==> src/rtl/tl_rx_fc_pkg.sv <==
// Shared definitions for the TL RX flow-control overflow tracker:
// FC type codes, scale codes and the scaled-credit helper functions.
package tl_rx_fc_pkg;

    localparam int NUM_FC_TYPES = 3;
    localparam int HDR_W        = 12;
    localparam int DATA_W       = 16;
    localparam int DW_W         = 10;

    typedef enum logic [1:0] {
        FC_P    = 2'd0,
        FC_NP   = 2'd1,
        FC_CPL  = 2'd2,
        FC_RSVD = 2'd3
    } fc_type_e;

    typedef enum logic [1:0] {
        SCALE_LEGACY = 2'b00,
        SCALE_X1     = 2'b01,
        SCALE_X4     = 2'b10,
        SCALE_X16    = 2'b11
    } fc_scale_e;

    // Effective header credit field width for a scale code.
    function automatic int fc_hdr_width(input logic [1:0] scale);
        case (scale)
            SCALE_X4:  return 10;
            SCALE_X16: return 12;
            default:   return 8;
        endcase
    endfunction

    // Effective data credit field width for a scale code.
    function automatic int fc_data_width(input logic [1:0] scale);
        case (scale)
            SCALE_X4:  return 14;
            SCALE_X16: return 16;
            default:   return 12;
        endcase
    endfunction

    // All-ones mask of the given field width (width <= DATA_W).
    function automatic logic [DATA_W-1:0] fc_width_mask(input int width);
        return DATA_W'((32'd1 << width) - 32'd1);
    endfunction

    // Data credits consumed by a TLP: ceil(len / unit), unit = 4/16/64 DW by scale.
    function automatic logic [DATA_W-1:0] fc_data_creds(input logic [DW_W-1:0] len_dw,
                                                        input logic            has_data,
                                                        input logic [1:0]      scale);
        logic [DW_W:0]       w_sum;
        logic [DATA_W-1:0]   w_creds;
        case (scale)
            SCALE_X4: begin
                w_sum   = {1'b0, len_dw} + 11'd15;
                w_creds = DATA_W'(w_sum >> 4);
            end
            SCALE_X16: begin
                w_sum   = {1'b0, len_dw} + 11'd63;
                w_creds = DATA_W'(w_sum >> 6);
            end
            default: begin
                w_sum   = {1'b0, len_dw} + 11'd3;
                w_creds = DATA_W'(w_sum >> 2);
            end
        endcase
        return has_data ? w_creds : {DATA_W{1'b0}};
    endfunction

endpackage

==> src/rtl/tl_rx_fc_overflow_tracker_credit_calc.sv <==
// Combinational data-credit requirement for one request under one data scale.
module tl_rx_fc_credit_calc
    import tl_rx_fc_pkg::*;
(
    input  logic              i_has_data,
    input  logic [DW_W-1:0]   i_len_dw,
    input  logic [1:0]        i_scale,
    output logic [DATA_W-1:0] o_need_data
);

    assign o_need_data = fc_data_creds(i_len_dw, i_has_data, i_scale);

endmodule

==> src/rtl/tl_rx_fc_overflow_tracker.sv <==
// Receiver-overflow checker for the TL RX write path. Two-stage pipeline:
// S1 captures the request, S2 checks it against the DLL's CREDITS_ALLOCATED,
// updates the per-type CREDITS_RECEIVED counters and reports the result.
module tl_rx_fc_overflow_tracker
    import tl_rx_fc_pkg::*;
(
    input  logic                           i_clk,
    input  logic                           i_rst,
    input  logic                           i_link_down,
    input  logic [2*NUM_FC_TYPES-1:0]      i_hdr_scale,
    input  logic [2*NUM_FC_TYPES-1:0]      i_data_scale,
    input  logic [NUM_FC_TYPES-1:0]        i_hdr_inf,
    input  logic [NUM_FC_TYPES-1:0]        i_data_inf,
    input  logic [HDR_W*NUM_FC_TYPES-1:0]  i_dll_hdr,
    input  logic [DATA_W*NUM_FC_TYPES-1:0] i_dll_data,
    input  logic                           i_chk_valid,
    input  logic [1:0]                     i_chk_type,
    input  logic                           i_chk_has_data,
    input  logic [DW_W-1:0]                i_chk_len_dw,
    input  logic                           i_chk_en,
    output logic                           o_err_valid,
    output logic                           o_err_overflow,
    output logic [1:0]                     o_err_type,
    output logic [NUM_FC_TYPES-1:0]        o_ovf_status,
    input  logic [NUM_FC_TYPES-1:0]        i_ovf_clr
);

    logic                    r_s1_valid;
    logic [1:0]              r_s1_type;
    logic                    r_s1_has_data;
    logic [DW_W-1:0]         r_s1_len_dw;
    logic                    w_req_ok;
    logic [NUM_FC_TYPES-1:0] w_hit;
    logic [NUM_FC_TYPES-1:0] w_reject;
    logic                    r_err_valid;
    logic                    r_err_overflow;
    logic [1:0]              r_err_type;
    logic [NUM_FC_TYPES-1:0] r_ovf_status;

    // Reserved type codes never enter the pipeline.
    assign w_req_ok = i_chk_valid && (i_chk_type < 2'(NUM_FC_TYPES));

    // S1: capture the request; link_down flushes anything in flight.
    always_ff @(posedge i_clk or posedge i_rst) begin
        if (i_rst) begin
            r_s1_valid    <= 1'b0;
            r_s1_type     <= 2'd0;
            r_s1_has_data <= 1'b0;
            r_s1_len_dw   <= {DW_W{1'b0}};
        end else if (i_link_down) begin
            r_s1_valid    <= 1'b0;
            r_s1_type     <= 2'd0;
            r_s1_has_data <= 1'b0;
            r_s1_len_dw   <= {DW_W{1'b0}};
        end else begin
            r_s1_valid    <= w_req_ok;
            r_s1_type     <= i_chk_type;
            r_s1_has_data <= i_chk_has_data;
            r_s1_len_dw   <= i_chk_len_dw;
        end
    end

    // S2 per FC type: scaled-window compare and CREDITS_RECEIVED counters.
    for (genvar t = 0; t < NUM_FC_TYPES; t++) begin : g_fc
        logic [1:0]        w_hdr_scale;
        logic [1:0]        w_data_scale;
        logic [HDR_W-1:0]  w_hdr_mask;
        logic [HDR_W-1:0]  w_hdr_half;
        logic [HDR_W-1:0]  w_hdr_sum;
        logic [HDR_W-1:0]  w_hdr_left;
        logic [DATA_W-1:0] w_data_mask;
        logic [DATA_W-1:0] w_data_half;
        logic [DATA_W-1:0] w_need_data;
        logic [DATA_W-1:0] w_data_sum;
        logic [DATA_W-1:0] w_data_left;
        logic              w_hdr_ovf;
        logic              w_data_ovf;
        logic [HDR_W-1:0]  r_rcv_hdr;
        logic [DATA_W-1:0] r_rcv_data;

        assign w_hdr_scale  = i_hdr_scale[2*t +: 2];
        assign w_data_scale = i_data_scale[2*t +: 2];

        // Scale is applied in S2 so a scale change only affects later TLPs.
        tl_rx_fc_credit_calc u_credit_calc (
            .i_has_data  (r_s1_has_data),
            .i_len_dw    (r_s1_len_dw),
            .i_scale     (w_data_scale),
            .o_need_data (w_need_data)
        );

        // Window test: (allocated - (received + need)) mod 2^W in upper half = overflow.
        assign w_hdr_mask  = HDR_W'(fc_width_mask(fc_hdr_width(w_hdr_scale)));
        assign w_hdr_half  = (w_hdr_mask >> 1) + HDR_W'(1'b1);
        assign w_hdr_sum   = (r_rcv_hdr + HDR_W'(1'b1)) & w_hdr_mask;
        assign w_hdr_left  = (i_dll_hdr[HDR_W*t +: HDR_W] - w_hdr_sum) & w_hdr_mask;
        assign w_hdr_ovf   = !i_hdr_inf[t] && (w_hdr_left >= w_hdr_half);

        assign w_data_mask = fc_width_mask(fc_data_width(w_data_scale));
        assign w_data_half = (w_data_mask >> 1) + DATA_W'(1'b1);
        assign w_data_sum  = (r_rcv_data + w_need_data) & w_data_mask;
        assign w_data_left = (i_dll_data[DATA_W*t +: DATA_W] - w_data_sum) & w_data_mask;
        assign w_data_ovf  = !i_data_inf[t] && (w_data_left >= w_data_half);

        assign w_hit[t]    = r_s1_valid && (r_s1_type == 2'(t));
        assign w_reject[t] = i_chk_en && (w_hdr_ovf || w_data_ovf);

        // Counters advance only for accepted TLPs (infinite types still count).
        always_ff @(posedge i_clk or posedge i_rst) begin
            if (i_rst) begin
                r_rcv_hdr  <= {HDR_W{1'b0}};
                r_rcv_data <= {DATA_W{1'b0}};
            end else if (i_link_down) begin
                r_rcv_hdr  <= {HDR_W{1'b0}};
                r_rcv_data <= {DATA_W{1'b0}};
            end else if (w_hit[t] && !w_reject[t]) begin
                r_rcv_hdr  <= w_hdr_sum;
                r_rcv_data <= w_data_sum;
            end else begin
                r_rcv_hdr  <= r_rcv_hdr;
                r_rcv_data <= r_rcv_data;
            end
        end
    end

    // Result strobe and sticky status; a new overflow beats a same-cycle clear.
    always_ff @(posedge i_clk or posedge i_rst) begin
        if (i_rst) begin
            r_err_valid    <= 1'b0;
            r_err_overflow <= 1'b0;
            r_err_type     <= 2'd0;
            r_ovf_status   <= {NUM_FC_TYPES{1'b0}};
        end else if (i_link_down) begin
            r_err_valid    <= 1'b0;
            r_err_overflow <= 1'b0;
            r_err_type     <= 2'd0;
            r_ovf_status   <= {NUM_FC_TYPES{1'b0}};
        end else begin
            r_err_valid    <= r_s1_valid;
            r_err_overflow <= |(w_hit & w_reject);
            r_err_type     <= r_s1_valid ? r_s1_type : 2'd0;
            r_ovf_status   <= (r_ovf_status & ~i_ovf_clr) | (w_hit & w_reject);
        end
    end

    assign o_err_valid    = r_err_valid;
    assign o_err_overflow = r_err_overflow;
    assign o_err_type     = r_err_type;
    assign o_ovf_status   = r_ovf_status;

endmodule
==> config.mk <==
export PLATFORM = sky130hd
export DESIGN_NAME = tl_rx_fc_overflow_tracker
export DESIGN_NICKNAME = d
export VERILOG_FILES = /design/src/rtl/tl_rx_fc_pkg.sv /design/src/rtl/tl_rx_fc_overflow_tracker_credit_calc.sv /design/src/rtl/tl_rx_fc_overflow_tracker.sv
export SDC_FILE = /design/constraint.sdc
export NUM_CORES = 1
export LEC_CHECK = 0
export BUFFER_PORTS_ARGS = -buffer_cell sky130_fd_sc_hd__buf_2
export CORE_UTILIZATION = 42
export CTS_CLUSTER_DIAMETER = 50
export DETAILED_ROUTE_END_ITERATION = 10
export GPL_TIMING_DRIVEN = 0
export SETUP_SLACK_MARGIN = 0.15
export SLEW_MARGIN = 40
export SYNTH_ARGS = -nofsm -noshare
export SYNTH_HDL_FRONTEND = slang
export SYNTH_SLANG_ARGS = --single-unit
export TNS_END_PERCENT = 100
==> constraint.sdc <==
create_clock -name i_clk -period 8.3 [get_ports i_clk]
set_input_delay 0.83 -clock i_clk [delete_from_list [all_inputs] [get_ports i_clk]]
set_output_delay 0.83 -clock i_clk [all_outputs]
set_load 0.02 [all_outputs]
==> After elaboration in Yosys (flattened, before gate mapping) <==
Cells that the tools add are included.
{ "totals": {"ff_bits": 105, "output_inout_bits": 7, "wordCells": 150} }
{ "op_classes": {"add_sub_neg": 27, "magnitude_cmp": 7, "eq_ne": 14, "shift": 6, "muxes": 33, "n_bitwise": 16, "reduce_logical": 33} }
{ "ops": {"columns": ["op", "n"], "rows": [
  ["16-bit bitwise AND", 6],
  ["16-bit two-way mux", 6],
  ["12-bit bitwise AND", 6],
  ["12-bit two-way mux", 6],
  ["9-bit case mux with 2 select lines", 3],
  ["15-bit by 1-bit adder with 16-bit output, second input constant", 3],
  ["16-bit adder", 3],
  ["16-bit greater-or-equal comparator", 3],
  ["1-bit by 5-bit left shift with 16-bit output, first input constant", 3],
  ["16-bit by 1-bit subtractor with 16-bit output, second input constant", 3],
  ["16-bit subtractor", 3],
  ["11-bit by 1-bit adder with 12-bit output, second input constant", 3],
  ["12-bit by 1-bit adder with 12-bit output, second input constant", 3],
  ["12-bit greater-or-equal comparator", 3],
  ["1-bit by 4-bit left shift with 12-bit output, first input constant", 3],
  ["12-bit by 1-bit subtractor with 12-bit output, second input constant", 3],
  ["12-bit subtractor", 3],
  ["5-bit case mux with 2 select lines", 3],
  ["9-bit two-way mux", 3],
  ["2-bit equality test, second input constant", 13],
  ["3-bit case mux with 2 select lines", 3],
  ["1-bit logical AND", 16],
  ["10-bit by 2-bit adder with 11-bit output, second input constant", 1],
  ["10-bit by 4-bit adder with 11-bit output, second input constant", 1],
  ["other kinds (15)", 33]
]} }

==> Depth between registers and ports, before layout <==
{ "logic_depth": {"depth_word": 15, "ltp_mapped": 37} }

==> By module <==
From an unflattened synthesis, not the netlist that was laid out.
{ "unflattened": {"cells_unflattened": 1725, "hier_area_um2": 14071.0} }
{ "by_module_without_submodules": {"columns": ["module", "n_inst", "cells_per_inst", "area_per_inst_um2"], "rows": [
  ["tl_rx_fc_overflow_tracker", 1, 1458, 12359.4],
  ["tl_rx_fc_credit_calc", 3, 89, 570.5]
]} }

==> Worst setup path before layout <==
Ideal clock, no wire load.
{ "synth_timing": {"kind": "reg-to-reg", "startpoint": "register r_s1_len_dw[3]", "endpoint": "register g_fc[0].r_rcv_hdr[3]", "setup_time_ns": 0.125, "arrival_time_ns": 7.045, "required_time_ns": 8.175, "setup_slack_ns": 1.131, "stages_incl_launch_ff": 35, "path_buffers": 1, "synth_period_minus_slack_ns": 7.169, "path_cell_list": "dfrtp_1 -> or4_1 -> or3_1 -> and3_1 -> xnor2_1 -> nand2_1 -> o21ai_0 -> nand2_1 -> o211a_1 -> ha_1 -> nor2b_1 -> o21ai_0 -> a21oi_1 -> o21ai_0 -> a211oi_1 -> or3_1 -> ha_1 -> a21oi_1 -> a21oi_1 -> a311oi_1 -> o21bai_1 -> a21oi_1 -> xnor2_1 -> and2_1 -> ha_1 -> nand2_1 -> nor3_1 -> a2111oi_0 -> o31ai_1 -> a211oi_1 -> a31oi_1 -> or2_1 -> buf_4 -> nor3_1 -> mux2_2"} }
{ "synth_via": {"elab_chain_len": 14, "elab_cells_between_ends": 16, "cone_classes": "5 x add/sub; 1 x order compare; 2 x mux; 2 x bitwise; 6 x reduce/logical"} }
{ "synth_rtl": {"columns": ["element", "line", "rtl"], "rows": [
  ["start: declaration", "tl_rx_fc_overflow_tracker.sv:31", "logic [DW_W-1:0] r_s1_len_dw;"],
  ["start signal: assignment", "tl_rx_fc_overflow_tracker.sv:49", "r_s1_len_dw <= {DW_W{1'b0}};"],
  ["start signal: assignment", "tl_rx_fc_overflow_tracker.sv:54", "r_s1_len_dw <= {DW_W{1'b0}};"],
  ["start signal: assignment", "tl_rx_fc_overflow_tracker.sv:59", "r_s1_len_dw <= i_chk_len_dw;"],
  ["10-bit by 6-bit adder with 11-bit output, or another cell as far along", "tl_rx_fc_pkg.sv:59", "w_sum = {1'b0, len_dw} + 11'd63;"],
  ["9-bit case mux with 2 select lines (*)", "tl_rx_fc_pkg.sv:53", "case (scale)"],
  ["9-bit two-way mux (*)", "tl_rx_fc_pkg.sv:67", "return has_data ? w_creds : {DATA_W{1'b0}};"],
  ["16-bit adder (*)", "tl_rx_fc_overflow_tracker.sv:101", "assign w_data_sum = (r_rcv_data + w_need_data) & w_data_mask;"],
  ["16-bit bitwise AND (*)", "tl_rx_fc_overflow_tracker.sv:101", null],
  ["16-bit subtractor (*)", "tl_rx_fc_overflow_tracker.sv:102", "assign w_data_left = (i_dll_data[DATA_W*t +: DATA_W] - w_data_sum) & w_data_mask;"],
  ["16-bit bitwise AND (*)", "tl_rx_fc_overflow_tracker.sv:102", null],
  ["16-bit greater-or-equal comparator (*)", "tl_rx_fc_overflow_tracker.sv:103", "assign w_data_ovf = !i_data_inf[t] && (w_data_left >= w_data_half);"],
  ["1-bit logical AND (*)", "tl_rx_fc_overflow_tracker.sv:103", null],
  ["1-bit logical OR (*)", "tl_rx_fc_overflow_tracker.sv:106", "assign w_reject[t] = i_chk_en && (w_hdr_ovf || w_data_ovf);"],
  ["1-bit logical AND (*)", "tl_rx_fc_overflow_tracker.sv:106", null],
  ["1-bit logical NOT (*)", "tl_rx_fc_overflow_tracker.sv:116", "end else if (w_hit[t] && !w_reject[t]) begin"],
  ["1-bit logical AND (*)", "tl_rx_fc_overflow_tracker.sv:116", null],
  ["2-bit nonzero test (no source line) (*)", null, null],
  ["end signal: assignment", "tl_rx_fc_overflow_tracker.sv:111", "r_rcv_hdr <= {HDR_W{1'b0}};"],
  ["end signal: assignment", "tl_rx_fc_overflow_tracker.sv:117", "r_rcv_hdr <= w_hdr_sum;"],
  ["end signal: assignment", "tl_rx_fc_overflow_tracker.sv:120", "r_rcv_hdr <= r_rcv_hdr;"],
  ["end: declaration", "tl_rx_fc_overflow_tracker.sv:78", "logic [HDR_W-1:0] r_rcv_hdr;"]
]} }
Mark *: on every way between the ends. The rest lies on a longest branch, timed or not.
A chain may end at the register's enable or synchronous reset.

==> Worst setup path after layout <==
Ends and elaborated chain as after synthesis.

==> summary.txt <==
OUTCOME
------------------------------------------------------------------------------------
Result of the run .....................................................    completed

SYNTH
------------------------------------------------------------------------------------
Dominant cells by area after synthesis ................................ dfrtp_1 (21%), ha_1 (18%), xnor2_1 (6.0%)
Number of flip-flops and latches in the synthesized netlist ...........          105
Cell area after synthesis .............................................    12400 µm²
Post-synthesis sequential area ratio ..................................        0.212
Warnings, synthesis ...................................................            0
Async SR Flop Fraction ................................................         1.00
Most used DFF post-synth ..............................................      dfrtp_1
Leading area contributor after synthesis ..............................      dfrtp_1
Synthesized area divided by synthesized cell count ....................     8.10 µm²
Count of different cell masters after synthesis .......................           75
Count of flip-flops with a built-in enable after synthesis ............            0
Cell count after synthesis ............................................         1532
Fraction of post-synthesis cell area in the top cell type by area .....        0.212

WORST SETUP PATH
------------------------------------------------------------------------------------
Crit path required time ...............................................      8570 ps
Critical path class ................................................... register to register
Setup crit end kind ...................................................     register
Worst stage delay on the critical path ................................       560 ps
Setup crit start kind .................................................     register
Crit-path max FO ......................................................            7
Worst-path cell with the longest stage delay ..........................        or4_4
Arrival @ worst endpoint ..............................................      8090 ps

GLOBAL ROUTE
------------------------------------------------------------------------------------
Initial antenna violation count .......................................            0
Vias in the first global route ........................................        11.1k
All-layer global routing usage ........................................        0.231
First-pass GRT wire length ............................................      55.9 mm
Largest net degree at the start of global routing .....................           71
Total congestion overflow .............................................            0

FINISH
------------------------------------------------------------------------------------
Diodes inserted .......................................................            0
Layout Utilization ....................................................        0.495
Layout net count ......................................................         2025
Final Non-Filler Cells ................................................         2106
Number of filler cells placed in the layout ...........................         2901
Signed area change from the synthesized netlist to the final layout ...        15.1%
Fraction of final layout cells sized beyond drive strength 1 ..........        0.134

CLOCK TREE
------------------------------------------------------------------------------------
Later-pin clock latency in the skew report ............................       370 ps
Clock transition at the registers of the reported paths ...............        90 ps
TritonCTS clock tree ..................................................        built
Clock Root Buffer .....................................................    clkbuf_16
Number of clock sinks .................................................          105
CTS H-Tree Depth ......................................................            3
Number of buffers inserted for hold repair after clock tree synthesis .            0
Number of CTS-inserted buffers ........................................            9
CTS max path bufs .....................................................            2

PLACEMENT
------------------------------------------------------------------------------------
Detailed-placement wirelength estimate ................................      27.9 mm
Placer Congestion .....................................................        0.890
Placed instance count .................................................         2087
IO Port Bufs ..........................................................          129

POWER
------------------------------------------------------------------------------------
Clock network fraction of design power ................................        0.329
Leak ..................................................................      6.38 nW
Share of total power in sequential cells ..............................        0.356
Power per cell area ...................................................   103 nW/µm²
Switching fraction of total power .....................................        0.344
Internal Pwr Total ....................................................       962 µW
Combinational Power Share .............................................        0.316
Worst vdd rail ir drop ................................................     0.113 mV
Sw power ..............................................................       504 µW

DIE
------------------------------------------------------------------------------------
Number of core rows ...................................................           62
Die footprint .........................................................    30200 µm²
Starting Density ......................................................        0.430
Horizontal die dimension ..............................................       174 µm
Y dimension of the die ................................................       174 µm
Total I/O pin count ...................................................          130
Area of the placeable core ............................................    28900 µm²

DRT
------------------------------------------------------------------------------------
Met2 routed WL ........................................................      16.0 mm
First drt pass iteration count ........................................            7
Top layer reached by signal wires .....................................         met4
Total wirelength of the detailed-routed design ........................      34.8 mm
Wirelength per Cell ...................................................      16.5 µm
DRC violation count after routing .....................................            0
Length of routed wiring on met1 .......................................      16.9 mm
Routed Antenna Nets ...................................................            0
Vias after detailed routing ...........................................        11.6k
Number of DRC markers in iteration 0 ..................................          757
Vias/cell .............................................................         5.53
Met3 wirelength from detailed routing .................................      1.40 mm

STA
------------------------------------------------------------------------------------
Final number of hold-violating endpoints ..............................            0
Max transition margin .................................................        0.450
Minimum clock period after layout .....................................      7820 ps
Worst Max-Slew Pin Slew ...............................................       824 ps
Period Utilization, post-route ........................................        0.943
Peak clock frequency supported by timing ..............................    0.128 GHz
Max Clock Skew ........................................................      11.4 ps
Final setup viols .....................................................            0
Max-slew violation total from the final report ........................            0
Unrepaired setup endpoints after global routing .......................          yes

MIN PATH
------------------------------------------------------------------------------------
Type of the most critical hold path ................................... input port to asynchronous set/reset pin

FLOW RUN
------------------------------------------------------------------------------------
Count of max-cap constraint violations ................................            0

-- power groups by stage --
stage	Sequential, mW	Combinational, mW	Clock [mW]
after global routing	0.522	0.520	0.511
after global placement	0.531	0.431	0
final	0.521	0.462	0.482
after CTS	0.521	0.448	0.492
after floorplan	0.531	0.311	0
after detailed placement	0.531	0.439	0
-- repair_timing --
action,CTS,global route
setup buffers,1,2
setup endpoints to repair,55,85
pin swaps,1,6
resized for setup,21,24
gates cloned,0,0
-- final timing paths --
path                                 start                     end  slack (ps)  cells past startpoint
setup / recovery            r_s1_len_dw[3]    g_fc[0].r_rcv_hdr[3]         480                     35
hold / removal                       i_rst    g_fc[0].r_rcv_hdr[0]         420                      2
setup reg to reg            r_s1_len_dw[3]    g_fc[0].r_rcv_hdr[3]         480                     35
hold reg to reg            o_ovf_status[1]         o_ovf_status[1]         520                      2
max in group asynchronous            i_rst  g_fc[1].r_rcv_data[11]        7220                      3
min in group i_clk         o_ovf_status[1]         o_ovf_status[1]         520                      2
-- cell usage in the layout, fill, tap and decap left out, types with 8 or more instances in the layout --
cell type / count
inv_1: 60
and2_1: 25
a21oi_1: 100
ha_1: 172
nor2_1: 124
clkbuf_1: 53
o41ai_1: 13
o211a_1: 13
buf_2: 134
clkbuf_16: 9
conb_1: 42
nand2b_1: 23
o21ai_0: 76
nand4_1: 9
nor3_1: 30
a211o_1: 8
nand3b_1: 22
a211oi_1: 19
xnor2_1: 84
xor2_1: 48
mux2i_1: 13
mux2_2: 8
a21o_1: 23
nand3_1: 45
or2_2: 17
fa_1: 9
nor2b_1: 35
a31oi_1: 8
o211ai_1: 26
or3_1: 19
nand2_1: 145
o21a_1: 28
dfrtp_1: 105
and3_1: 22
-- sequential cells by signal (all words and copies together) (netlist names) --
register,count
g_fc.r_rcv_data,48
g_fc.r_rcv_hdr,36
r_s1_len_dw,10
o_ovf_status,3
o_err_type,2
r_s1_type,2
o_err_overflow,1
o_err_valid,1
r_s1_has_data,1
r_s1_valid,1
-- worst max-delay path: cells and delay by family, from the launching register on --
kind / cells / cell delay (ps)
flops: 1 / 430
simple gates: 11 / 2280
xor+xnor: 3 / 530
fa+ha+maj: 3 / 990
compound gates: 16 / 2970
buf+inv: 1 / 160
mux: 1 / 350
-- area by class of cell --
type | count | area, µm² | share of cell area
multi-input cells | 1334 | 9580 | 0.671
flip-flops and latches | 105 | 2630 | 0.184
repair buffers | 133 | 696 | 0.0487
well taps | 384 | 480 | 0.0336
plain buffers | 72 | 320 | 0.0224
inverters | 62 | 240 | 0.0168
clock buffers | 10 | 239 | 0.0167
clock inverters | 6 | 93.8 | 0.00657
-- metrics by stage --
step           hold WS [ps]  total power, mW  instance area (µm²)  setup slack (ps)  TNS, ps
2_1_floorplan           479            0.842                12600              1130        0
3_3_place_gp            491            0.963                13700              -272    -5430
3_5_place_dp            494            0.970                13700              -356    -7370
4_1_cts                 430             1.46                14100               156        0
5_1_grt                 434             1.55                14300               110        0
6_report                421             1.47                14300               477        0
-- Yosys cell counts, drive strengths merged (4+ instances only) --
master	instances
ha	176
nand2	145
nor2	124
dfrtp	105
a21oi	103
xnor2	85
o21ai	80
inv	61
clkbuf	58
xor2	50
nand3	45
nor2b	35
nor3	31
o21a	28
o211ai	27
and2	26
a21o	23
nand2b	23
and3	22
nand3b	22
a211oi	21
or3	20
or2	18
o41ai	16
buf	14
mux2i	13
o211a	13
a31oi	9
fa	9
nand4	9
a211o	8
mux2	8
a2111oi	7
a31o	7
nor3b	7
o22ai	7
o31a	7
and3b	5
nor4	5
o21bai	5
nor4b	4
o2111ai	4
o31ai	4
or4	4
-- logic make-up after synthesis --
group	Yosys count	synth area share
AOI/OAI and AO/OA	397	0.214
xor gates and xnor gates	135	0.0953
adders and majority gates	185	0.192
buffers and inverters	134	0.0430
DFF	105	0.212
muxes	21	0.0177
other	1	0.000302
and+or+nand+nor	554	0.226
-- layer usage --
layer,vias up,global-route usage
li1,5869,-
met3,33,0.0246
met2,244,0.388
met5,-,0
met4,0,0.0490
met1,5502,0.319
Note: power is estimated with default switching activity, not from simulation.
